$ cat config.mk
export PLATFORM = sky130hd
export DESIGN_NAME = spi_frame_seq
export DESIGN_NICKNAME = d
export VERILOG_FILES = /design/src/rtl/spi_frame_seq.sv
export SDC_FILE = /design/constraint.sdc
export NUM_CORES = 1
export LEC_CHECK = 0
export BUFFER_PORTS_ARGS = -buffer_cell sky130_fd_sc_hd__buf_4
export CORE_MARGIN = 10
export CORE_UTILIZATION = 60
export CTS_BUF_LIST = sky130_fd_sc_hd__clkbuf_4 sky130_fd_sc_hd__clkbuf_8
export CTS_CLUSTER_DIAMETER = 40
export DETAILED_ROUTE_END_ITERATION = 8
export GPL_TIMING_DRIVEN = 0
export PLACE_DENSITY_LB_ADDON = 0.05
export SYNTH_ARGS = -nofsm -noshare
export SYNTH_HDL_FRONTEND = slang
export SYNTH_SLANG_ARGS = --single-unit
$ cat constraint.sdc
create_clock -name clk -period 3.6 [get_ports clk]
set_input_delay 0.72 -clock clk [delete_from_list [all_inputs] [get_ports clk]]
set_output_delay 0.72 -clock clk [all_outputs]
set_load 0.02 [all_outputs]
$ cat src/rtl/spi_frame_seq.sv
// spi_frame_seq: receives 11-bit serial frames (start, 8 data LSB first,
// even parity, stop) qualified by a one-cycle bit strobe. Good frames are
// presented on a valid/ready output register; bad stop bits, parity failures,
// inter-bit timeouts and overruns raise sticky flags cleared by err_clr.
module spi_frame_seq #(
    parameter int TIMEOUT = 255
) (
    input  logic       clk,
    input  logic       rst,
    input  logic       rx,
    input  logic       bit_en,
    input  logic       ready,
    input  logic       err_clr,
    output logic [7:0] data,
    output logic       valid,
    output logic       busy,
    output logic       parity_err,
    output logic       frame_err,
    output logic       overrun,
    output logic [5:0] frame_count
);

    // Timeout fires on the edge where the idle-cycle counter would reach TIMEOUT.
    localparam logic [7:0] TIMEOUT_M1 = 8'(TIMEOUT - 1);

    // Index value of the last bit before the stop bit (bits counted 1..10).
    localparam logic [3:0] LAST_IDX_M1 = 4'd9;

    typedef enum logic [1:0] {
        ST_IDLE  = 2'd0,
        ST_RECV  = 2'd1,
        ST_CHECK = 2'd2
    } state_t;

    state_t      r_state;
    logic [9:0]  r_shreg;
    logic [3:0]  r_bit_idx;
    logic [7:0]  r_timer;
    logic [7:0]  r_data;
    logic        r_valid;
    logic        r_busy;
    logic        r_perr;
    logic        r_ferr;
    logic        r_ovr;
    logic [5:0]  r_count;

    // After ten right-shifts the shift register holds:
    // [7:0] payload, [8] parity bit, [9] stop bit.
    logic w_in_check;
    logic w_stop_ok;
    logic w_parity_ok;
    logic w_frame_good;
    logic w_can_load;
    logic w_load;
    logic w_consume;
    logic w_timeout;
    logic w_set_perr;
    logic w_set_ferr;
    logic w_set_ovr;

    assign w_in_check   = (r_state == ST_CHECK);
    assign w_stop_ok    = r_shreg[9];
    assign w_parity_ok  = ~(^r_shreg[8:0]);
    assign w_frame_good = w_in_check && w_stop_ok && w_parity_ok;

    // A slot is free when nothing is held or the held frame is leaving now.
    assign w_can_load   = !r_valid || ready;
    assign w_load       = w_frame_good && w_can_load;
    assign w_consume    = r_valid && ready;

    // A strobe in the same cycle always wins over the timeout.
    assign w_timeout    = (r_state == ST_RECV) && !bit_en && (r_timer == TIMEOUT_M1);

    // Outcome priority in CHECK: stop bit, then parity, then load/overrun.
    assign w_set_ferr   = (w_in_check && !w_stop_ok) || w_timeout;
    assign w_set_perr   = w_in_check && w_stop_ok && !w_parity_ok;
    assign w_set_ovr    = w_frame_good && !w_can_load;

    // Frame sequencer, output register, handshake and sticky flags.
    always_ff @(posedge clk) begin
        if (rst) begin
            r_state   <= ST_IDLE;
            r_shreg   <= '0;
            r_bit_idx <= '0;
            r_timer   <= '0;
            r_data    <= '0;
            r_valid   <= 1'b0;
            r_busy    <= 1'b0;
            r_perr    <= 1'b0;
            r_ferr    <= 1'b0;
            r_ovr     <= 1'b0;
            r_count   <= '0;
        end else begin
            case (r_state)
                ST_IDLE: begin
                    // Only a low rx on a strobe is a start bit; high is line idle.
                    if (bit_en && !rx) begin
                        r_state   <= ST_RECV;
                        r_busy    <= 1'b1;
                        r_bit_idx <= '0;
                        r_timer   <= '0;
                        r_shreg   <= '0;
                    end
                end
                ST_RECV: begin
                    if (bit_en) begin
                        r_shreg <= {rx, r_shreg[9:1]};
                        r_timer <= '0;
                        r_bit_idx <= r_bit_idx + 4'd1;
                        if (r_bit_idx == LAST_IDX_M1) begin
                            r_state <= ST_CHECK;
                        end
                    end else if (w_timeout) begin
                        // Abandon the partial frame entirely.
                        r_state   <= ST_IDLE;
                        r_busy    <= 1'b0;
                        r_bit_idx <= '0;
                        r_timer   <= '0;
                        r_shreg   <= '0;
                    end else begin
                        r_timer <= r_timer + 8'd1;
                    end
                end
                ST_CHECK: begin
                    // Strobes here are deliberately ignored: the frame is judged
                    // this cycle and a start bit arriving now is lost.
                    r_state   <= ST_IDLE;
                    r_busy    <= 1'b0;
                    r_bit_idx <= '0;
                    r_timer   <= '0;
                end
                default: begin
                    r_state   <= ST_IDLE;
                    r_busy    <= 1'b0;
                    r_bit_idx <= '0;
                    r_timer   <= '0;
                end
            endcase

            // A load in the same cycle as a transfer keeps valid high with new data.
            if (w_load) begin
                r_data  <= r_shreg[7:0];
                r_valid <= 1'b1;
                r_count <= r_count + 6'd1;
            end else if (w_consume) begin
                r_valid <= 1'b0;
            end

            // Clear first, then set, so a coincident new error survives err_clr.
            r_perr <= (r_perr && !err_clr) || w_set_perr;
            r_ferr <= (r_ferr && !err_clr) || w_set_ferr;
            r_ovr  <= (r_ovr  && !err_clr) || w_set_ovr;
        end
    end

    assign data        = r_data;
    assign valid       = r_valid;
    assign busy        = r_busy;
    assign parity_err  = r_perr;
    assign frame_err   = r_ferr;
    assign overrun     = r_ovr;
    assign frame_count = r_count;

endmodule

==> impl_metrics.xml, run 1 <==
<?xml version="1.0" encoding="UTF-8"?>
<metrics>
  <group name="status">
    <metric name="status" unit="">complete, no violations</metric>
  </group>
  <group name="worst_hold_path">
    <metric name="hold_path.startpoint" unit="">overrun</metric>
    <metric name="type_of_the_most_critical_hold_path" unit="">reg2reg</metric>
    <metric name="whs_path_depth" unit="">2</metric>
    <metric name="holdPathEnd" unit="">overrun</metric>
  </group>
  <group name="timing">
    <metric name="fmax" unit="MHz">436</metric>
    <metric name="fin_worst_skew" unit="ns">0.00453</metric>
    <metric name="timing.final.max_slew_violations" unit="">0</metric>
    <metric name="maxSlewHeadroom" unit="%">36.5</metric>
    <metric name="final_period_minus_worst_setup_slack" unit="ns">2.29</metric>
    <metric name="timing.final.setup_violations" unit="">0</metric>
    <metric name="finalHoldViolations" unit="">0</metric>
    <metric name="worst-slew-pin-transition" unit="ns">0.945</metric>
    <metric name="final_min_period_over_clock_period" unit="%">63.7</metric>
    <metric name="whs" unit="ns">0.503</metric>
    <metric name="rsz0062_at_grt" unit="">no</metric>
    <metric name="setup_total_negative_slack" unit="ns">0</metric>
  </group>
  <group name="logic_synthesis">
    <metric name="synth_sequential_area_ratio" unit="%">45.6</metric>
    <metric name="synth_enable_flop_cells" unit="">0</metric>
    <metric name="synth.net_count" unit="">213</metric>
    <metric name="synth_top_area_share" unit="%">45.6</metric>
    <metric name="synth.area.top_cells" unit="">dfxtp_1 46%, nor2_1 8.4%, mux2i_1 5.3%, a22oi_1 4.4%, xor2_1 3.7%</metric>
    <metric name="postSynth.asyncResetShare" unit="%">0</metric>
    <metric name="yosysMostFrequentCell" unit="">dfxtp_1</metric>
    <metric name="synthAdderAreaFrac" unit="%">3.32</metric>
    <metric name="post_synth_mux_area_share" unit="%">5.90</metric>
    <metric name="ys_dominant_reg_cell" unit="">dfxtp_1</metric>
    <metric name="netlist_area_before_placement" unit="µm²">1890</metric>
    <metric name="synth_seq_cells" unit="">43</metric>
    <metric name="synthDominantAreaCellType" unit="">dfxtp_1</metric>
    <metric name="synth_top_family_by_area" unit="">simple AND/OR/NAND/NOR gates</metric>
    <metric name="netlist_instances" unit="">202</metric>
    <metric name="synth_simple_gate_area_share" unit="%">20.7</metric>
    <metric name="synth_common_cells" unit="">43 x dfxtp_1, 42 x nor2_1, 11 x a22oi_1</metric>
    <metric name="yosys.cell_types.count" unit="">41</metric>
    <metric name="synth-warning-count" unit="">0</metric>
    <metric name="synth_compound_gate_area_share" unit="%">11.6</metric>
    <metric name="post_synth_xor_area_fraction" unit="%">9.88</metric>
    <metric name="syn_avg_cell_area" unit="µm²">9.34</metric>
  </group>
  <group name="critical_path">
    <metric name="worst_ep_required_time" unit="ns">3.87</metric>
    <metric name="crit_chain" unit="">inv_1, ha_1, and4_1, a2111oi_2, o21ai_1, a211oi_1</metric>
    <metric name="critical-path-slowest-cell" unit="">a2111oi_2</metric>
    <metric name="critPathTopFamily" unit="">compound AO/OA/AOI/OAI gates</metric>
    <metric name="rr_startpoint" unit="">r_timer[0]</metric>
    <metric name="rrSetupSlack" unit="ns">1.31</metric>
    <metric name="kind_of_end_point_of_the_critical_path" unit="">register</metric>
    <metric name="worst_ep_arrival_time" unit="ns">2.56</metric>
    <metric name="critPathLaunchType" unit="">register</metric>
    <metric name="path_max_fanout" unit="">8</metric>
    <metric name="timing_worst_setup_path_type" unit="">reg2reg</metric>
    <metric name="crit-reg2reg-capture" unit="">r_timer[1]</metric>
    <metric name="crit_path_max_incr_delay" unit="ns">0.61</metric>
    <metric name="cp.buffers_inverters" unit="">1</metric>
    <metric name="worstRegToRegCells" unit="">6</metric>
  </group>
  <group name="layout">
    <metric name="antenna_cells_inserted" unit="">0</metric>
    <metric name="final_net_count" unit="">244</metric>
    <metric name="filler_cell_count" unit="">261</metric>
    <metric name="drive_gt1_share" unit="%">15.8</metric>
    <metric name="final-seq-area" unit="µm²">861</metric>
    <metric name="area_of_all_placed_cells_without_fillers" unit="µm²">2190</metric>
    <metric name="finish.cell_count_without_fillers" unit="">278</metric>
    <metric name="multi_input_comb_area" unit="µm²">970</metric>
    <metric name="area_delta_synth_final" unit="%">16.3</metric>
  </group>
  <group name="floorplan">
    <metric name="floorplan.initialDensity" unit="%">62.3</metric>
    <metric name="floorplan.io_pins" unit="">25</metric>
    <metric name="floorplan.die_area" unit="µm²">5790</metric>
    <metric name="die_h" unit="µm">76.1</metric>
    <metric name="area_of_the_core_region" unit="µm²">3030</metric>
    <metric name="num_rows" unit="">20</metric>
    <metric name="die_width" unit="µm">76.1</metric>
  </group>
  <group name="pwr">
    <metric name="ir_drop_worst_vdd" unit="mV">0.201</metric>
    <metric name="p_per_area" unit="nW/µm²">370</metric>
    <metric name="pwr_total" unit="mW">0.812</metric>
    <metric name="power.leakage" unit="nW">0.967</metric>
  </group>
  <group name="global_routing">
    <metric name="grt_start_max_net_pins" unit="">13</metric>
    <metric name="number_of_global_route_vias_before_repair" unit="">1557</metric>
    <metric name="grt_first_pass_wirelength" unit="µm">7040</metric>
    <metric name="number_of_antenna_violations_at_the_first_check_in_global_routing" unit="">0</metric>
    <metric name="remaining_global_route_overflow" unit="">0</metric>
    <metric name="grt.total_usage" unit="%">14.3</metric>
  </group>
  <group name="clock_network">
    <metric name="cts.hold.buffers_added" unit="">0</metric>
    <metric name="clk_transition_reported_paths" unit="ns">0.12</metric>
    <metric name="ctsRootBufferMaster" unit="">clkbuf_4</metric>
    <metric name="clk_path_buf_depth" unit="">2</metric>
    <metric name="ctsResizeCount" unit="">0</metric>
    <metric name="cts_setup_buffers" unit="">0</metric>
    <metric name="cts_inserted_buffers" unit="">5</metric>
    <metric name="tritoncts" unit="">built</metric>
    <metric name="cts_max_level" unit="">2</metric>
    <metric name="worst_skew_pair.late_latency" unit="ns">0.35</metric>
    <metric name="clock_sinks" unit="">43</metric>
  </group>
  <group name="placement">
    <metric name="placed_cell_area" unit="µm²">2120</metric>
    <metric name="place.detailed.instances" unit="">270</metric>
    <metric name="detailedPlacementHpwl" unit="µm">3010</metric>
    <metric name="gp_routability_congestion" unit="">0.806</metric>
    <metric name="buffer_ports.inserted" unit="">24</metric>
  </group>
  <group name="route">
    <metric name="route.vias.total" unit="">1548</metric>
    <metric name="drcViolationCount" unit="">0</metric>
    <metric name="drt-initial-drc-count" unit="">144</metric>
    <metric name="drt-vias-per-instance" unit="">5.57</metric>
    <metric name="routed_wirelength" unit="µm">4050</metric>
    <metric name="drt-wirelength-per-cell" unit="µm">14.6</metric>
    <metric name="drt_pre_antenna_iters" unit="">4</metric>
    <metric name="remaining_antenna_violation_count_after_routing" unit="">0</metric>
  </group>
  <group name="run">
    <metric name="max_cap_violations" unit="">0</metric>
  </group>
</metrics>
-- final cells by class --
type	count	share of cell area (%)
Multi-Input combinational cell	145	44.2
Sequential cell	43	39.2
Timing Repair Buffer	24	8.21
Clock buffer	8	3.31
Tap cell	44	2.51
Buffer	8	1.54
Inverter	6	1.03
-- power by group --
group	internal (mW)	leakage, nW	switching (mW)
combinational	0.0202	0.577	0.0345
sequential	0.481	0.347	0.00609
clock	0.123	0.0420	0.148
-- routing by layer --
metal	vias up	wire length, µm	global-route usage (%)
met3	8	201	4.13
met2	27	1980	24.2
met5	-	0	0
met4	0	63	5.39
met1	744	1790	16.6
li1	769	-	-
-- through the flow --
step | util [%] | setup slack, ns
after floorplan | - | 1.68
after global placement | 70.1 | 1.23
after detailed placement | 70.1 | 1.12
after CTS | 72.5 | 1.31
after global routing | 72.5 | 1.10
final | 72.5 | 1.31
-- flip-flops by register name (all words and copies together), names as in the netlist --
name	count
r_bit_idx	4
overrun	1
busy	1
r_shreg	10
frame_count	6
frame_err	1
parity_err	1
valid	1
data	8
r_timer	8
r_state	2
-- worst max-delay path by stage --
| stage | from | endpoint | slack, ns | depth (start not counted) |
|---|---|---|---|---|
| floorplan | bit_en | r_timer[1] | 1.68 | 4 |
| global placement | bit_en | r_timer[1] | 1.23 | 5 |
| detailed placement | bit_en | r_timer[1] | 1.12 | 5 |
| CTS | r_timer[0] | r_timer[1] | 1.31 | 6 |
| global route | r_timer[0] | r_timer[1] | 1.10 | 6 |
| finish | r_timer[0] | r_timer[1] | 1.31 | 6 |
-- layout by cell type, fill, tap and decap left out, types with 2 or more instances in the layout --
cell type,Yosys,final
dfxtp_1,43,43
nor2_1,42,42
buf_4,1,25
a22oi_1,11,11
mux2i_1,10,10
a21oi_1,9,9
xor2_1,8,8
nand2_1,7,7
inv_1,6,6
clkbuf_1,6,6
xnor2_1,6,6
clkbuf_4,0,6
nand4_1,5,5
ha_1,5,5
nor3b_1,3,3
nor3_1,3,3
nand3_1,3,3
o31ai_1,3,3
or3_1,3,3
nand2b_1,2,2
and3_1,2,2
nand3b_1,2,2
nor2b_1,2,2
or4_1,2,2
clkbuf_8,0,2
-- cells by family (layout without fill, tap and decap cells) --
logic type | count (synthesis) | count (layout)
XOR/XNOR | 17 | 17
AO/OA/AOI/OAI | 31 | 31
buffers and inverters | 14 | 46
multiplexers | 11 | 11
flip-flops | 43 | 43
adder cells (fa/ha/maj) | 5 | 5
AND/OR/NAND/NOR | 81 | 81
-- worst min-delay path, cell delays in order, from the launching register on --
cell and delay, ns:
dfxtp_1 0.33, nand3_1 0.08, o31ai_1 0.06
No activity file was read; power rests on OpenSTA's default activity.
==> run 2: changes to the inputs <==
CORE_UTILIZATION = 53   (was 60)
clock period = 2 ns   (was 3.6 ns; I/O delays follow)
==> impl_metrics.xml, run 2 (synthesis results as in run 1) <==
<?xml version="1.0" encoding="UTF-8"?>
<metrics>
  <group name="pwr">
    <metric name="ir_drop_worst_vdd" unit="mV">0.556</metric>
    <metric name="power.leakage" unit="nW">1.03</metric>
    <metric name="pwr_total" unit="mW">1.67</metric>
    <metric name="p_per_area" unit="nW/µm²">703</metric>
  </group>
  <group name="critical_path">
    <metric name="crit_chain" unit="">xor2_2, xnor3_2, buf_6, mux2i_4, buf_6, mux2i_1, nor2_1</metric>
    <metric name="worst_ep_required_time" unit="ns">2.24</metric>
    <metric name="crit_path_max_incr_delay" unit="ns">0.49</metric>
    <metric name="worst_ep_arrival_time" unit="ns">2.19</metric>
    <metric name="kind_of_end_point_of_the_critical_path" unit="">register</metric>
    <metric name="cp.buffers_inverters" unit="">2</metric>
    <metric name="timing_worst_setup_path_type" unit="">reg2reg</metric>
    <metric name="critPathTopFamily" unit="">XOR/XNOR gates</metric>
    <metric name="critical-path-slowest-cell" unit="">xnor3_2</metric>
    <metric name="path_max_fanout" unit="">5</metric>
    <metric name="critical-path-top-cell-by-count" unit="">buf_6</metric>
    <metric name="critPathLaunchType" unit="">register</metric>
  </group>
  <group name="timing">
    <metric name="timing.final.max_slew_violations" unit="">0</metric>
    <metric name="final_min_period_over_clock_period" unit="%">97.6</metric>
    <metric name="timing.final.setup_violations" unit="">0</metric>
    <metric name="rsz0062_at_grt" unit="">yes</metric>
    <metric name="fmax" unit="MHz">512</metric>
    <metric name="maxSlewHeadroom" unit="%">66.0</metric>
    <metric name="finalHoldViolations" unit="">0</metric>
    <metric name="fin_worst_skew" unit="ns">0.0200</metric>
    <metric name="worst-slew-pin-transition" unit="ns">0.508</metric>
    <metric name="post_layout_worst_setup_margin" unit="ns">0.0482</metric>
    <metric name="final_period_minus_worst_setup_slack" unit="ns">1.95</metric>
  </group>
  <group name="clock_network">
    <metric name="tritoncts" unit="">built</metric>
    <metric name="clk_path_buf_depth" unit="">2</metric>
    <metric name="cts_max_level" unit="">2</metric>
    <metric name="cts_inserted_buffers" unit="">5</metric>
    <metric name="clock_sinks" unit="">43</metric>
    <metric name="worst_skew_pair.late_latency" unit="ns">0.37</metric>
    <metric name="clk_transition_reported_paths" unit="ns">0.12</metric>
    <metric name="ctsRootBufferMaster" unit="">clkbuf_4</metric>
  </group>
  <group name="layout">
    <metric name="antenna_cells_inserted" unit="">0</metric>
    <metric name="layout_commonest_cell" unit="">nor2_1</metric>
    <metric name="final_net_count" unit="">249</metric>
    <metric name="area_delta_synth_final" unit="%">25.7</metric>
    <metric name="finish.cell_count_without_fillers" unit="">285</metric>
    <metric name="drive_gt1_share" unit="%">24.7</metric>
    <metric name="area_of_all_placed_cells_without_fillers" unit="µm²">2370</metric>
    <metric name="final_core_util" unit="%">70.0</metric>
    <metric name="most_used_cells_in_the_layout_excluding_fill_and_tap_cells" unit="">42 x nor2_1, 36 x dfxtp_1, 27 x buf_4</metric>
    <metric name="largest_register_ff_count" unit="">10</metric>
    <metric name="regMostFlops" unit="">r_shreg</metric>
  </group>
  <group name="global_routing">
    <metric name="grt_start_max_net_pins" unit="">14</metric>
    <metric name="grt_first_pass_wirelength" unit="µm">7120</metric>
    <metric name="number_of_global_route_vias_before_repair" unit="">1610</metric>
    <metric name="grt.total_usage" unit="%">13.7</metric>
    <metric name="remaining_global_route_overflow" unit="">0</metric>
    <metric name="number_of_antenna_violations_at_the_first_check_in_global_routing" unit="">0</metric>
  </group>
  <group name="route">
    <metric name="remaining_antenna_violation_count_after_routing" unit="">0</metric>
    <metric name="met2_routed_wirelength" unit="µm">2080</metric>
    <metric name="drt_pre_antenna_iters" unit="">4</metric>
    <metric name="met1_length" unit="µm">1920</metric>
    <metric name="drt-initial-drc-count" unit="">76</metric>
    <metric name="routed-wl-met3" unit="µm">270</metric>
    <metric name="drcViolationCount" unit="">0</metric>
    <metric name="drt-wirelength-per-cell" unit="µm">15.2</metric>
    <metric name="route.vias.total" unit="">1572</metric>
    <metric name="drt-vias-per-instance" unit="">5.52</metric>
    <metric name="routed.top_layer" unit="">met4</metric>
    <metric name="routed_wirelength" unit="µm">4330</metric>
  </group>
  <group name="floorplan">
    <metric name="area_of_the_core_region" unit="µm²">3390</metric>
    <metric name="die_h" unit="µm">79.7</metric>
    <metric name="die_width" unit="µm">79.7</metric>
    <metric name="floorplan.initialDensity" unit="%">55.7</metric>
    <metric name="floorplan.io_pins" unit="">25</metric>
    <metric name="num_rows" unit="">21</metric>
    <metric name="floorplan.die_area" unit="µm²">6350</metric>
  </group>
  <group name="placement">
    <metric name="gp_routability_congestion" unit="">0.806</metric>
    <metric name="placement.setup.worst_slack" unit="ns">-0.159</metric>
    <metric name="buffer_ports.inserted" unit="">24</metric>
    <metric name="detailedPlacementHpwl" unit="µm">2930</metric>
    <metric name="placed_cell_area" unit="µm²">2120</metric>
    <metric name="place.detailed.instances" unit="">272</metric>
  </group>
  <group name="worst_hold_path">
    <metric name="type_of_the_most_critical_hold_path" unit="">in2reg</metric>
  </group>
  <group name="run">
    <metric name="max_cap_violations" unit="">0</metric>
  </group>
  <group name="status">
    <metric name="status" unit="">complete, no violations</metric>
  </group>
</metrics>
[run 2: power by group]
part / switching, mW / internal, mW
Clock: 0.286 / 0.404
Combinational: 0.0642 / 0.0382
Sequential: 0.0114 / 0.865
[run 2: final timing paths]
kind,start,endpoint,slack (ns),cells after the start
worst min-delay path,rst,r_state[0],0.28,2
worst max-delay path,r_shreg[5],data[0],0.05,7
worst max register to register,r_shreg[5],data[0],0.05,7
worst min register to register,frame_count[4],frame_count[4],0.50,2
[run 2: cell type report]
cell class | instances | area, µm²
sequential | 43 | 875
clock inverter | 2 | 60.1
buffer | 7 | 35.0
fill | 289 | 1020
timing repair buffer | 29 | 225
clock buffer | 6 | 45.0
tap | 46 | 57.6
inverter | 6 | 22.5
multi-input combinational | 146 | 1050
[run 2: repair_timing]
action,4_1_cts,5_1_grt
setup endpoints to repair,12,34
pin swaps,1,6
gates resized for setup,8,20
hold buffers,0,0
gates cloned,0,2
buffers inserted,1,3
endpoints found under the hold margin,0,0
[run 2: worst reg2reg max path: stages, from the launching register on]
cell and delay [ns]:
dfxtp_4 0.38, xor2_2 0.17, xnor3_2 0.49, buf_6 0.13, mux2i_4 0.23, buf_6 0.17
mux2i_1 0.20, nor2_1 0.06
[run 2: per-layer routing]
| metal | GRT usage [%] | vias up |
|---|---|---|
| li1 | - | 783 |
| met1 | 15.4 | 750 |
| met2 | 23.1 | 33 |
| met3 | 5.29 | 6 |
| met4 | 5.02 | 0 |
| met5 | 0 | - |
[run 2: stage by stage]
step	hold slack, ns	TNS, ns
final	0.285	0
after CTS	0.272	0
after detailed placement	0.481	-0.251
after global placement	0.467	-0.136
after floorplan	0.472	0
after global routing	0.293	-0.0421
